### src/rtl/cpu_pkg.sv
// Shared MonoCPU fetch definitions: fetch FSM states, NOP encoding, default PC vectors.
package cpu_pkg;

  typedef enum logic [1:0] {
    IDLE = 2'd0,
    REQ  = 2'd1,
    WAIT = 2'd2,
    DONE = 2'd3
  } fetch_state_e;

  localparam logic [31:0] NOP_INSTR        = 32'h0000_0013;
  localparam logic [31:0] DEFAULT_RESET_PC = 32'h0000_0000;
  localparam logic [31:0] DEFAULT_TRAP_VEC = 32'h0000_0100;

endpackage

### src/rtl/pc_incrementer.sv
// Sequential-PC adder: pc + 4, wrapping modulo 2^32 (0xFFFF_FFFC -> 0x0000_0000).
module pc_incrementer (
  input  logic [31:0] pc_i,
  output logic [31:0] pc_plus4_o
);

  assign pc_plus4_o = pc_i + 32'd4;

endmodule

### src/rtl/pc_fetch_unit.sv
// PC register and IDLE/REQ/WAIT/DONE instruction-fetch sequencer feeding decode.
// Misaligned-target trap redirect is built only when PC_MISALIGN_TRAP_EN is defined.
module pc_fetch_unit
  import cpu_pkg::*;
#(
  parameter logic [31:0] RESET_PC = DEFAULT_RESET_PC
`ifdef PC_MISALIGN_TRAP_EN
  , parameter logic [31:0] TRAP_VEC = DEFAULT_TRAP_VEC
`endif
) (
  input  logic        clk,
  input  logic        rst,
  input  logic [31:0] next_pc,
  input  logic        stall,
  output logic [31:0] pc,
  output logic [31:0] pc_plus4,
  output logic        imem_req_valid,
  output logic [31:0] imem_req_addr,
  input  logic        imem_req_ready,
  input  logic        imem_rsp_valid,
  input  logic [31:0] imem_rsp_data,
  output logic [31:0] instr,
  output logic        instr_valid,
  output logic        misalign_trap
);

  fetch_state_e state_q, state_d;
  logic [31:0]  pc_q, pc_d;
  logic [31:0]  instr_q, instr_d;
  logic         trap_q, trap_d;

  logic [31:0]  upd_pc;
  logic         upd_trap;

`ifdef PC_MISALIGN_TRAP_EN
  assign upd_trap = |next_pc[1:0];
  assign upd_pc   = upd_trap ? TRAP_VEC : next_pc;
`else
  logic [1:0] unused_next_pc_lsbs;
  assign unused_next_pc_lsbs = next_pc[1:0];
  assign upd_trap = 1'b0;
  assign upd_pc   = {next_pc[31:2], 2'b00};
`endif

  pc_incrementer u_pc_inc (
    .pc_i       (pc_q),
    .pc_plus4_o (pc_plus4)
  );

  always_comb begin
    state_d        = state_q;
    pc_d           = pc_q;
    instr_d        = instr_q;
    trap_d         = 1'b0;
    imem_req_valid = 1'b0;
    case (state_q)
      IDLE: state_d = REQ;
      REQ: begin
        imem_req_valid = 1'b1;
        if (imem_req_ready) state_d = WAIT;
      end
      WAIT: begin
        if (imem_rsp_valid) begin
          instr_d = imem_rsp_data;
          state_d = DONE;
        end
      end
      DONE: begin
        // Decode consumes the word when stall drops; PC advances at the same edge.
        if (!stall) begin
          pc_d    = upd_pc;
          trap_d  = upd_trap;
          state_d = REQ;
        end
      end
      default: state_d = IDLE;
    endcase
  end

  always_ff @(posedge clk) begin
    if (rst) begin
      state_q <= IDLE;
      pc_q    <= RESET_PC;
      instr_q <= NOP_INSTR;
      trap_q  <= 1'b0;
    end else begin
      state_q <= state_d;
      pc_q    <= pc_d;
      instr_q <= instr_d;
      trap_q  <= trap_d;
    end
  end

  assign pc            = pc_q;
  assign imem_req_addr = pc_q;
  assign instr_valid   = (state_q == DONE);
  assign instr         = instr_valid ? instr_q : NOP_INSTR;
  assign misalign_trap = trap_q;

endmodule

### config.mk
export PLATFORM = sky130hd
export DESIGN_NAME = pc_fetch_unit
export DESIGN_NICKNAME = d
export VERILOG_FILES = /design/src/rtl/cpu_pkg.sv /design/src/rtl/pc_incrementer.sv /design/src/rtl/pc_fetch_unit.sv
export SDC_FILE = /design/constraint.sdc
export NUM_CORES = 1
export LEC_CHECK = 0
export CAP_MARGIN = 20
export CORE_MARGIN = 3
export CORE_UTILIZATION = 30
export CTS_CLUSTER_DIAMETER = 200
export DETAILED_ROUTE_END_ITERATION = 8
export PLACE_DENSITY = 0.68
export SETUP_SLACK_MARGIN = 0.1
export SYNTH_ARGS = -nofsm -noshare
export SYNTH_HDL_FRONTEND = slang
export SYNTH_SLANG_ARGS = --single-unit
### constraint.sdc
create_clock -name clk -period 1.9 [get_ports clk]
set_input_delay 0.285 -clock clk [delete_from_list [all_inputs] [get_ports clk]]
set_output_delay 0.285 -clock clk [all_outputs]
set_load 0.05 [all_outputs]
==> metrics, run 1 <==
status finished, violations left; failing checks negative setup slack; GRT overflow 0; critical hold path startpoint rst; Final period util 113%; Total GRT Usage 17.9%; area grow syn2layout 108%; total number of vias 3646; final hold viol count 0; Clock Skew 0.00465 ns; Synth Instances 449; IO Pins 200; critical-path cell list and4_4 > nand3_4 > buf_12 > nor4_4 > buf_4 > xnor2_4 > buf_12; Clock Latency Late Sink 0.32 ns; post-DR wirelength/cell 15.0 µm; largest net degree at the start of global routing 34; worst hold path type in -> reg; area of the die 12600 µm²; H-Tree Depth 3; Finished Cell Area 7070 µm²; hold_buf cts 0; dpl cell area 6350 µm²; antenna violations before repair 0; gpl congestion 0.805; worst reg2reg path endpoint instr_q[21]$_SDFFE_PP0P_; CP dominant cell by count buf_12; FP Rows 38; Synth Area per Inst 7.56 µm²; post-layout util 64.7%; Initial Utilization 31.0%; CTS tree yes; Post-DP HPWL 8670 µm; Netlist Area Pre-Place 3390 µm²; DR iter-0 viols 91; nets 717; clk slew on worst S/H paths 0.05 ns; share of cells above drive strength 1 39.6%; number of vias per cell 4.62; Clock Path Buffers 2; Setup TNS Final -4.26 ns; setup ws final -0.256 ns; Hold Path Depth 2; port bufs 190; DRT Wirelength 11900 µm; post-synthesis register bit count 64; RSZ-0062 raised after global routing true; Setup Crit Path Kind reg -> out; sequential-to-total area share from yosys stat 37.8%; fmax 0.464 GHz; core area 10900 µm²; fin. max-slew vios 0; Filler cells 895; CP Buf/Inv Count 3; Root Driver clkbuf_16; WP data required 1.62 ns; worst reg2reg path depth 6; slew margin rel. 66.1%; Pwr Density 729 nW/µm²; Die X 112 µm; Worst IR Drop VDD 0.556 mV; Static Leak 3.06 nW; post-synthesis cell type count 30; Remaining DRCs 0; worst hold path endpoint imem_req_addr[18]$_SDFFE_PP0P_; worst-path fanout max 12; number of diodes 0; die boundary height 112 µm; CTS Buf Count 9; first-pass GRT wire length 18400 µm; total chip power 0.00516 W; clk sinks 64; CP top delay family simple AND/OR/NAND/NOR gates; number of routed nets with antenna violations 0; Tmin final 2.16 ns; yosys synthesis warning count 0; Critical R2R Launch state_q[0]$_SDFFE_PP0P_; slowest CP cell dfxtp_4; CP endpoint kind output pin; MaxCap Viol Count 0; worst slew pin tran 0.510 ns; vias in the first global route 3634; Placement Setup Slack -0.118 ns; Critical Path Source Type flop; slowest stage delay, CP 0.34 ns; DR pass1 iterations 4; final setup fails 23; WP depth 7; WP data arrival 1.87 ns; reg-to-reg setup timing slack 0.38 ns
==> timing repair <==
action	CTS	global route
buffers inserted	8	5
cloned	1	1
setup endpoints to repair	51	54
endpoints found under the hold margin	0	0
pin swaps	19	10
gates resized for setup	67	15
==> flip-flops by register name, indices dropped and copies added (netlist names) <==
signal and cells:
instr_q 32, imem_req_addr 30, state_q 2
==> per-layer routing <==
layer	track usage [%]	wire length, µm	up-vias
met5	0	0	-
met4	4.33	215	0
met3	7.22	1090	15
met2	32.1	5930	146
met1	19.9	4630	1692
li1	-	-	1793
==> report_power, final <==
part | switching, W | total, W | internal, W | leakage (nW)
logic | 0.00112 | 0.00188 | 0.000756 | 2.37
clock network | 0.000580 | 0.00170 | 0.00112 | 0.161
registers | 0.0000939 | 0.00157 | 0.00148 | 0.538
total | 0.00180 | 0.00516 | 0.00336 | 3.06
==> cell usage in the layout (no fill, tap or decap), types with 6 or more instances in the layout <==
cell type	n
buf_12	65
dfxtp_1	36
xnor2_2	9
nand2b_1	6
clkdlybuf4s50_1	65
nand2_1	131
clkbuf_16	11
xor2_4	9
dfxtp_4	18
dfxtp_2	10
inv_1	11
dlygate4sd2_1	25
buf_6	10
nand3_1	6
a21oi_1	59
conb_1	7
nor4_4	8
buf_4	72
and2_1	27
==> synthesized netlist by cell type, drive strengths merged <==
| master | instances | area, µm² |
|---|---|---|
| nor2 | 6 | 22.5 |
| a31oi | 3 | 18.8 |
| and3 | 2 | 12.5 |
| ha | 4 | 50.1 |
| nand4 | 5 | 46.3 |
| a21oi | 59 | 295 |
| nor3 | 5 | 25.0 |
| inv | 11 | 41.3 |
| nand2 | 134 | 505 |
| nor3b | 1 | 7.51 |
| nand2b | 6 | 37.5 |
| nand3b | 3 | 22.5 |
| dfxtp | 64 | 1280 |
| xor2 | 14 | 123 |
| nand3 | 10 | 67.6 |
| xnor2 | 14 | 123 |
| and2 | 30 | 188 |
| conb | 1 | 3.75 |
| clkbuf | 23 | 86.3 |
| nor4 | 9 | 81.3 |
| and4 | 5 | 48.8 |
| buf | 39 | 300 |
| nor2b | 1 | 6.26 |
==> per-stage QoR <==
stage | std cells | hold WS [ns]
after floorplan | 455 | 0.409
after global placement | 759 | 0.437
after detailed placement | 759 | 0.444
after CTS | 783 | 0.394
after global routing | 789 | 0.419
final | 789 | 0.403
==> cell type report <==
class,instances,area [µm²],area share [%]
clock buffer,11,264,3.73
clock inverter,5,51.3,0.725
inverter,11,41.3,0.584
multi-input combinational,319,2330,32.9
sequential,64,1360,19.2
tap,140,175,2.48
timing repair buffer,239,2850,40.3
==> cells by family after synthesis <==
kind of cell	count (synthesis)	share of synthesized area, %
DFF	64	37.8
adders and majority gates	4	1.47
AOI/OAI and AO/OA	62	9.26
buffers and inverters	73	12.6
and+or+nand+nor	217	31.6
other	1	0.111
xor gates and xnor gates	28	7.23
==> worst max-delay path by stage <==
stage	start	endpoint	slack [ns]
2_1_floorplan	imem_req_addr[5]$_SDFFE_PP0P_	pc_plus4[27]	-0.18
3_3_place_gp	imem_req_addr[7]$_SDFFE_PP0P_	pc_plus4[27]	-0.08
3_5_place_dp	imem_req_addr[7]$_SDFFE_PP0P_	pc_plus4[27]	-0.12
4_1_cts	imem_req_addr[17]$_SDFFE_PP0P_	pc_plus4[31]	-0.26
5_1_grt	imem_req_addr[17]$_SDFFE_PP0P_	pc_plus4[28]	-0.35
6_report	imem_req_addr[17]$_SDFFE_PP0P_	pc_plus4[28]	-0.26
No activity file was read; power rests on OpenSTA's default activity.
==> run 2: changes to the inputs <==
- CORE_UTILIZATION: 30 -> 38
- PLACE_DENSITY: 0.68 -> 0.83
==> run 2 against run 1 <==
The flow still finishes with violations (negative setup slack). Worst setup slack worse by 0.085 ns. Core utilization increased by 18 points. Via count increased by 7.3%. Routed wire length grew 11%. Non-clock buffer count rose by 5. Sequential power about the same. First-iteration DRC count is 3.3% lower. Critical path depth unchanged. Largest power group unchanged.
==> metrics, run 2 (synthesis gave the netlist of run 1 again) <==
status finished, violations left; failing checks negative setup slack; CP endpoint kind output pin; worst-path fanout max 6 (-6); Tmin final 2.24 ns (+0.0850 ns); area of the die 10100 µm² (-20%); worst slew pin tran 0.521 ns (+0.0108 ns); post-DR wirelength/cell 17.3 µm (+15%); largest register by flop count instr_q; Die X 100 µm (-11%); Pwr Density 671 nW/µm² (-7.9%); IO Pins 200 (unchanged); MaxCap Viol Count 0 (unchanged); vias in the first global route 3930 (+8.1%); WP data required 1.62 ns (about the same); Finished Cell Area 6930 µm² (-2.0%); clk sinks 64 (unchanged); gpl congestion 0.799 (-0.73%); hold_buf cts 0 (unchanged); antenna violations before repair 0 (unchanged); area grow syn2layout 104%; Final period util 118% (+4.5 points); Clock Skew 0.00688 ns (+0.00223 ns); DR pass1 iterations 5 (+1); fmax 0.446 GHz (-3.8%); slew margin rel. 65.4% (-0.72 points); total number of vias 3912 (+7.3%); FP Rows 33 (-13%); WP data arrival 1.96 ns (+0.09 ns); core area 8420 µm² (-23%); GRT overflow 0 (unchanged); DR WL met2 7130 µm (+20%); Worst IR Drop VDD 0.551 mV (-0.86%); routed wl met3 1200 µm (+10%); final hold viol count 0 (unchanged); DRT Wirelength 13100 µm (+11%); final setup fails 24 (+4.3%); fin. max-slew vios 0 (unchanged); nets 723 (+0.84%); Initial Utilization 40.3% (+9.3 points); commonest non-fill, non-tap cells in the layout nand2_1 (132), buf_4 (75), clkdlybuf4s50_1 (65); worst hold path type in -> reg; number of routed nets with antenna violations 0 (unchanged); Clock Path Buffers 2 (unchanged); Static Leak 2.99 nW (-2.3%); top sig layer met4; Remaining DRCs 0 (unchanged); Filler cells 478 (-47%); number of diodes 0 (unchanged); setup ws final -0.341 ns (-0.0850 ns); Root Driver clkbuf_8; Clock Latency Late Sink 0.34 ns (+0.02 ns); CTS Buf Count 9 (unchanged); port bufs 190 (unchanged); Total GRT Usage 24.5% (+6.5 points); Placement Setup Slack -0.104 ns (+0.0135 ns); number of vias per cell 5.15 (+11%); M1 wire length 4370 µm (-5.7%); first-pass GRT wire length 19400 µm (+5.5%); die boundary height 100 µm (-11%); Setup Crit Path Kind reg -> out; dpl cell area 6290 µm² (-0.93%); H-Tree Depth 3 (unchanged); DR iter-0 viols 88 (-3.3%); RSZ-0062 raised after global routing true; CTS tree yes; share of cells above drive strength 1 39.5% (-0.057 points); Largest register FFs 32 (unchanged); Post-DP HPWL 8730 µm (+0.72%); clk slew on worst S/H paths 0.08 ns (+0.03 ns); commonest non-fill, non-tap cell in the layout nand2_1; largest net degree at the start of global routing 65 (+91%); Critical Path Source Type flop; total chip power 0.00465 W (-9.8%)
==> run 2: routing by layer <==
metal | vias up | global-route usage [%]
li1 | 1813 | -
met1 | 1868 | 24.7
met2 | 194 | 46.2
met3 | 37 | 7.40
met4 | 0 | 10.2
met5 | - | 0
==> run 2: layout make-up <==
type	instances	area [µm²]	share of cell area, %
Timing Repair Buffer	244	2880	41.6
Multi-Input combinational cell	320	2310	33.3
Sequential cell	64	1360	19.7
Clock buffer	11	174	2.51
Tap cell	105	131	1.90
Inverter	11	41.3	0.596
Clock inverter	5	33.8	0.487
==> run 2: worst max-delay path, cell delays in order (launching register included) <==
cell	delay (ns)
dfxtp_4	0.36
and4_4	0.27
buf_8	0.14
nand3_4	0.16
nor4_4	0.22
buf_4	0.18
xnor2_2	0.13
buf_12	0.16
==> run 2: power breakdown <==
part           switching, W  internal, W  leakage [nW]
clock network      0.000563     0.000636         0.110
registers          0.000105      0.00148         0.538
logic               0.00114     0.000733          2.35
total               0.00181      0.00285          2.99
==> run 2: worst paths after layout <==
path                                 start                        endpoint  slack (ns)  depth (start not counted)
max          imem_req_addr[5]$_SDFFE_PP0P_                    pc_plus4[30]       -0.34                          7
min                                    rst  imem_req_addr[13]$_SDFFE_PP0P_        0.44                          3
max reg2reg        state_q[0]$_SDFFE_PP0P_        instr_q[13]$_SDFFE_PP0P_        0.48                          6
min reg2reg       instr_q[21]$_SDFFE_PP0P_        instr_q[21]$_SDFFE_PP0P_        0.45                          2
==> run 2: through the flow <==
step           util [%]  hold WS (ns)  setup TNS (ns)  instances
4_1_cts            80.2         0.421           -5.49        750
2_1_floorplan         -         0.409           -1.90        455
3_5_place_dp       74.7         0.444          -0.861        723
6_report           82.3         0.440           -4.91        760
3_3_place_gp       74.7         0.437          -0.217        723
5_1_grt            82.3         0.443           -6.51        760
==> run 2: timing repair <==
| action | in CTS | in global routing |
|---|---|---|
| setup buffers | 9 | 11 |
| gates resized for setup | 61 | 21 |
| endpoints found under the setup margin | 83 | 56 |
| cloned | 2 | 0 |
| pin swaps | 18 | 11 |
==> run 3: changes to the inputs <==
- ABC_AREA: unset -> 1
- CORE_UTILIZATION: 38 -> 39
- RECOVER_POWER: unset -> 50
==> run 3 against run 2 <==
The run still ends with negative setup slack left. Register-to-register slack worse by 0.23 ns. Global-route usage rose by 0.059 points. Core utilization shrank 6.0 points. Synthesized area increased by 6.0%. Synthesized cell count rose by 23%. Maximum frequency increased by 4.7%. Worst hold slack better by 0.050 ns. Cell count rose by 12%. Sequential cell count is the same. Non-clock buffer count decreased by 23. Routed wire length is 0.14% higher. Critical endpoint is now pc_plus4[17].
==> metrics, run 3 <==
worst slew pin tran 0.672 ns (+0.151 ns); Critical Path Source Type flop; synth cell count leaders nor2_1 (133), nand2_1 (121), dfxtp_1 (64), o21ai_0 (58), inv_1 (51); most frequent cell after synthesis nor2_1; worst reg2reg path depth 7 (+1); CTS tree yes; yosys synthesis warning count 0 (unchanged); failing checks negative setup slack; Largest register FFs 32 (unchanged); Remaining DRCs 0 (unchanged); FP Rows 34 (+3.0%); hold_buf cts 0 (unchanged); Pwr Density 864 nW/µm² (+29%); Total GRT Usage 24.5% (+0.059 points); post-DR wirelength/cell 15.5 µm (-10%); Synth Area per Inst 6.49 µm² (-14%); EDFF count, synth 0 (unchanged); Setup Crit Path Kind reg -> out; Filler cells 649 (+36%); CTS Buf Count 9 (unchanged); Hold Path Depth 2 (-1); reg-to-reg setup timing slack 0.25 ns (-0.23 ns); die boundary height 102 µm (+1.5%); WP data arrival 1.85 ns (-0.11 ns); worst hold path endpoint instr_q[3]$_SDFFE_PP0P_; switching share of total power 43.6% (+4.8 points); Initial Utilization 40.7% (+0.37 points); antenna violations before repair 0 (unchanged); clk sinks 64 (unchanged); Post-DP HPWL 9640 µm (+10%); area of the die 10400 µm² (+3.1%); post-synthesis register bit count 64 (unchanged); area grow syn2layout 87.7%; P_sw 0.00254 W (+41%); post-synthesis cell type count 23 (-23%); multiplexer share of the synthesized area 0% (unchanged); Final period util 113% (-5.3 points); MaxCap Viol Count 0 (unchanged); DRT Wirelength 13200 µm (+0.14%); number of routed nets with antenna violations 0 (unchanged); gpl congestion 0.905 (+13%); fmax 0.467 GHz (+4.7%); DR iter-0 viols 100 (+14%); WP data required 1.62 ns (about the same); post-synth top area cell dfxtp_1; commonest non-fill, non-tap cells in the layout nor2_1 (129), nand2_1 (87), clkdlybuf4s50_1 (66); total number of vias 4172 (+6.6%); Netlist Area Pre-Place 3600 µm² (+6.0%); slew margin rel. 55.2% (-10 points); final hold viol count 0 (unchanged); nets 808 (+12%); Die X 102 µm (+1.5%); Clock Latency Late Sink 0.34 ns (about the same); compound-gate portion of the synthesized area 9.53% (+0.28 points); Clock Skew 0.0139 ns (+0.00707 ns); Critical R2R Launch state_q[0]$_SDFFE_PP0P_; worst reg2reg path endpoint instr_q[2]$_SDFFE_PP0P_; start point of the critical path imem_req_addr[2]$_SDFFE_PP0P_; IO Pins 200 (unchanged); Synth Instances 554 (+23%); Root Driver clkbuf_8; clock power share 21.2% (-4.6 points); fin. max-slew vios 0 (unchanged); number of diodes 0 (unchanged); Pint 0.00329 W (+15%); asr flop ratio synth 0% (unchanged); Setup TNS Final -3.87 ns (+1.05 ns); critical hold path startpoint instr_q[3]$_SDFFE_PP0P_; post-synthesis adder-cell area fraction 1.39% (-0.084 points); sequential-to-total area share from yosys stat 35.6% (-2.1 points); Placement Setup Slack 0.00502 ns (+0.110 ns); Worst IR Drop VDD 0.572 mV (+3.8%); Static Leak 2.98 nW (-0.55%); largest register by flop count instr_q; Clock Path Buffers 2 (unchanged); RSZ-0062 raised after global routing true; share of cells above drive strength 1 30.8% (-8.7 points); xor/xnor cell area share of the yosys netlist 3.65% (-3.6 points); Area contributors post-synth dfxtp_1 (36%), nor2_1 (14%), nand2_1 (13%), o21ai_0 (8.1%), buf_4 (7.7%); worst hold path type reg -> reg; Flop pwr share 31.6% (-2.4 points); worst-path fanout max 5 (-1); first-pass GRT wire length 20200 µm (+3.9%); DR pass1 iterations 4 (-1); CP endpoint kind output pin; simple-gate share of the synthesized area 34.1% (+2.5 points); number of vias per cell 4.92 (-4.4%); setup ws final -0.239 ns (+0.101 ns); largest net degree at the start of global routing 38 (-42%); commonest non-fill, non-tap cell in the layout nor2_1; GRT overflow 0 (unchanged); status finished, violations left; core area 8850 µm² (+5.1%); Tmin final 2.14 ns (-0.101 ns); clk slew on worst S/H paths 0.08 ns (about the same); H-Tree Depth 3 (unchanged); vias in the first global route 4232 (+7.7%); Comb pwr share 47.3% (+7.1 points); port bufs 190 (unchanged); largest family of logic cells by synthesized area simple AND/OR/NAND/NOR gates; final setup fails 26 (+8.3%); Synth top area share 35.6% (-2.1 points); Top FF cell, synth dfxtp_1
## run 3: changes by cell type after synthesis, moves of 9 or more
cell	change
buf_2	+9
a21oi_1	-51
nand2_1	-12
inv_1	+40
xnor2_1	-10
nor2_1	+127
clkbuf_1	-12
o21ai_0	+58
and2_1	-28
## run 3: worst max path at each step
stage	cells after the start	to
after floorplan	5	pc_plus4[15]
final	8	pc_plus4[17]
after detailed placement	9	pc_plus4[26]
after global placement	9	pc_plus4[22]
after global routing	8	pc_plus4[17]
after CTS	9	pc_plus4[21]
## run 3: what timing repair did
| action | CTS | global route |
|---|---|---|
| buffers inserted | 12 | 5 |
| endpoints found under the setup margin | 70 | 41 |
| pin swaps | 24 | 15 |
| gates cloned | 1 | 0 |
| resized for setup | 70 | 22 |
## run 3: power by group through the flow
stage	clock, W	combinational (W)	sequential (W)
final	0.00123	0.00276	0.00184
after CTS	0.00125	0.00281	0.00183
after floorplan	0	0.00152	0.00206
after global placement	0	0.00270	0.00181
after global routing	0.00133	0.00292	0.00187
after detailed placement	0	0.00278	0.00183
## run 3: final cells by class
type	instances	area, µm²	area share (%)
clock inverters	3	42.5	0.630
flip-flops and latches	64	1340	19.8
multi-input cells	386	2270	33.6
well taps	108	135	2.00
inverters	53	240	3.56
repair buffers	221	2570	38.0
clock buffers	13	159	2.35
## run 3: worst max-delay path, cell delays in order (launching register included)
cell and delay (ns):
dfxtp_4 0.38, buf_6 0.11, clkinvlp_4 0.09, nor2_4 0.18, nand2_4 0.12, nor2_4 0.19
buf_12 0.14, xor2_4 0.16, buf_12 0.15
## run 3: stage by stage
step,util (%),total power [W],hold WS [ns],area (µm²),std cells
final,76.3,0.00583,0.490,6750,848
after global routing,76.3,0.00612,0.509,6750,848
after CTS,76.1,0.00589,0.493,6740,843
after detailed placement,71.6,0.00461,0.469,6330,814
after global placement,71.6,0.00452,0.447,6330,814
after floorplan,-,0.00359,0.354,4060,560
## run 3: cell families after synthesis
kind of cell	Yosys count
adders and majority gates	4
DFF	64
and+or+nand+nor	292
AOI/OAI and AO/OA	68
xor gates and xnor gates	15
buffers and inverters	110
other	1
## run 3: metal layers
| metal | share of wire, % | wire (µm) | up-vias | global-route usage [%] |
|---|---|---|---|---|
| met2 | 53 | 6940 | 184 | 46.4 |
| met5 | 0 | 0 | - | 0 |
| met3 | 9.2 | 1220 | 33 | 7.78 |
| met4 | 2.8 | 365 | 0 | 8.38 |
| li1 | - | - | 2013 | - |
| met1 | 35 | 4640 | 1942 | 25.3 |
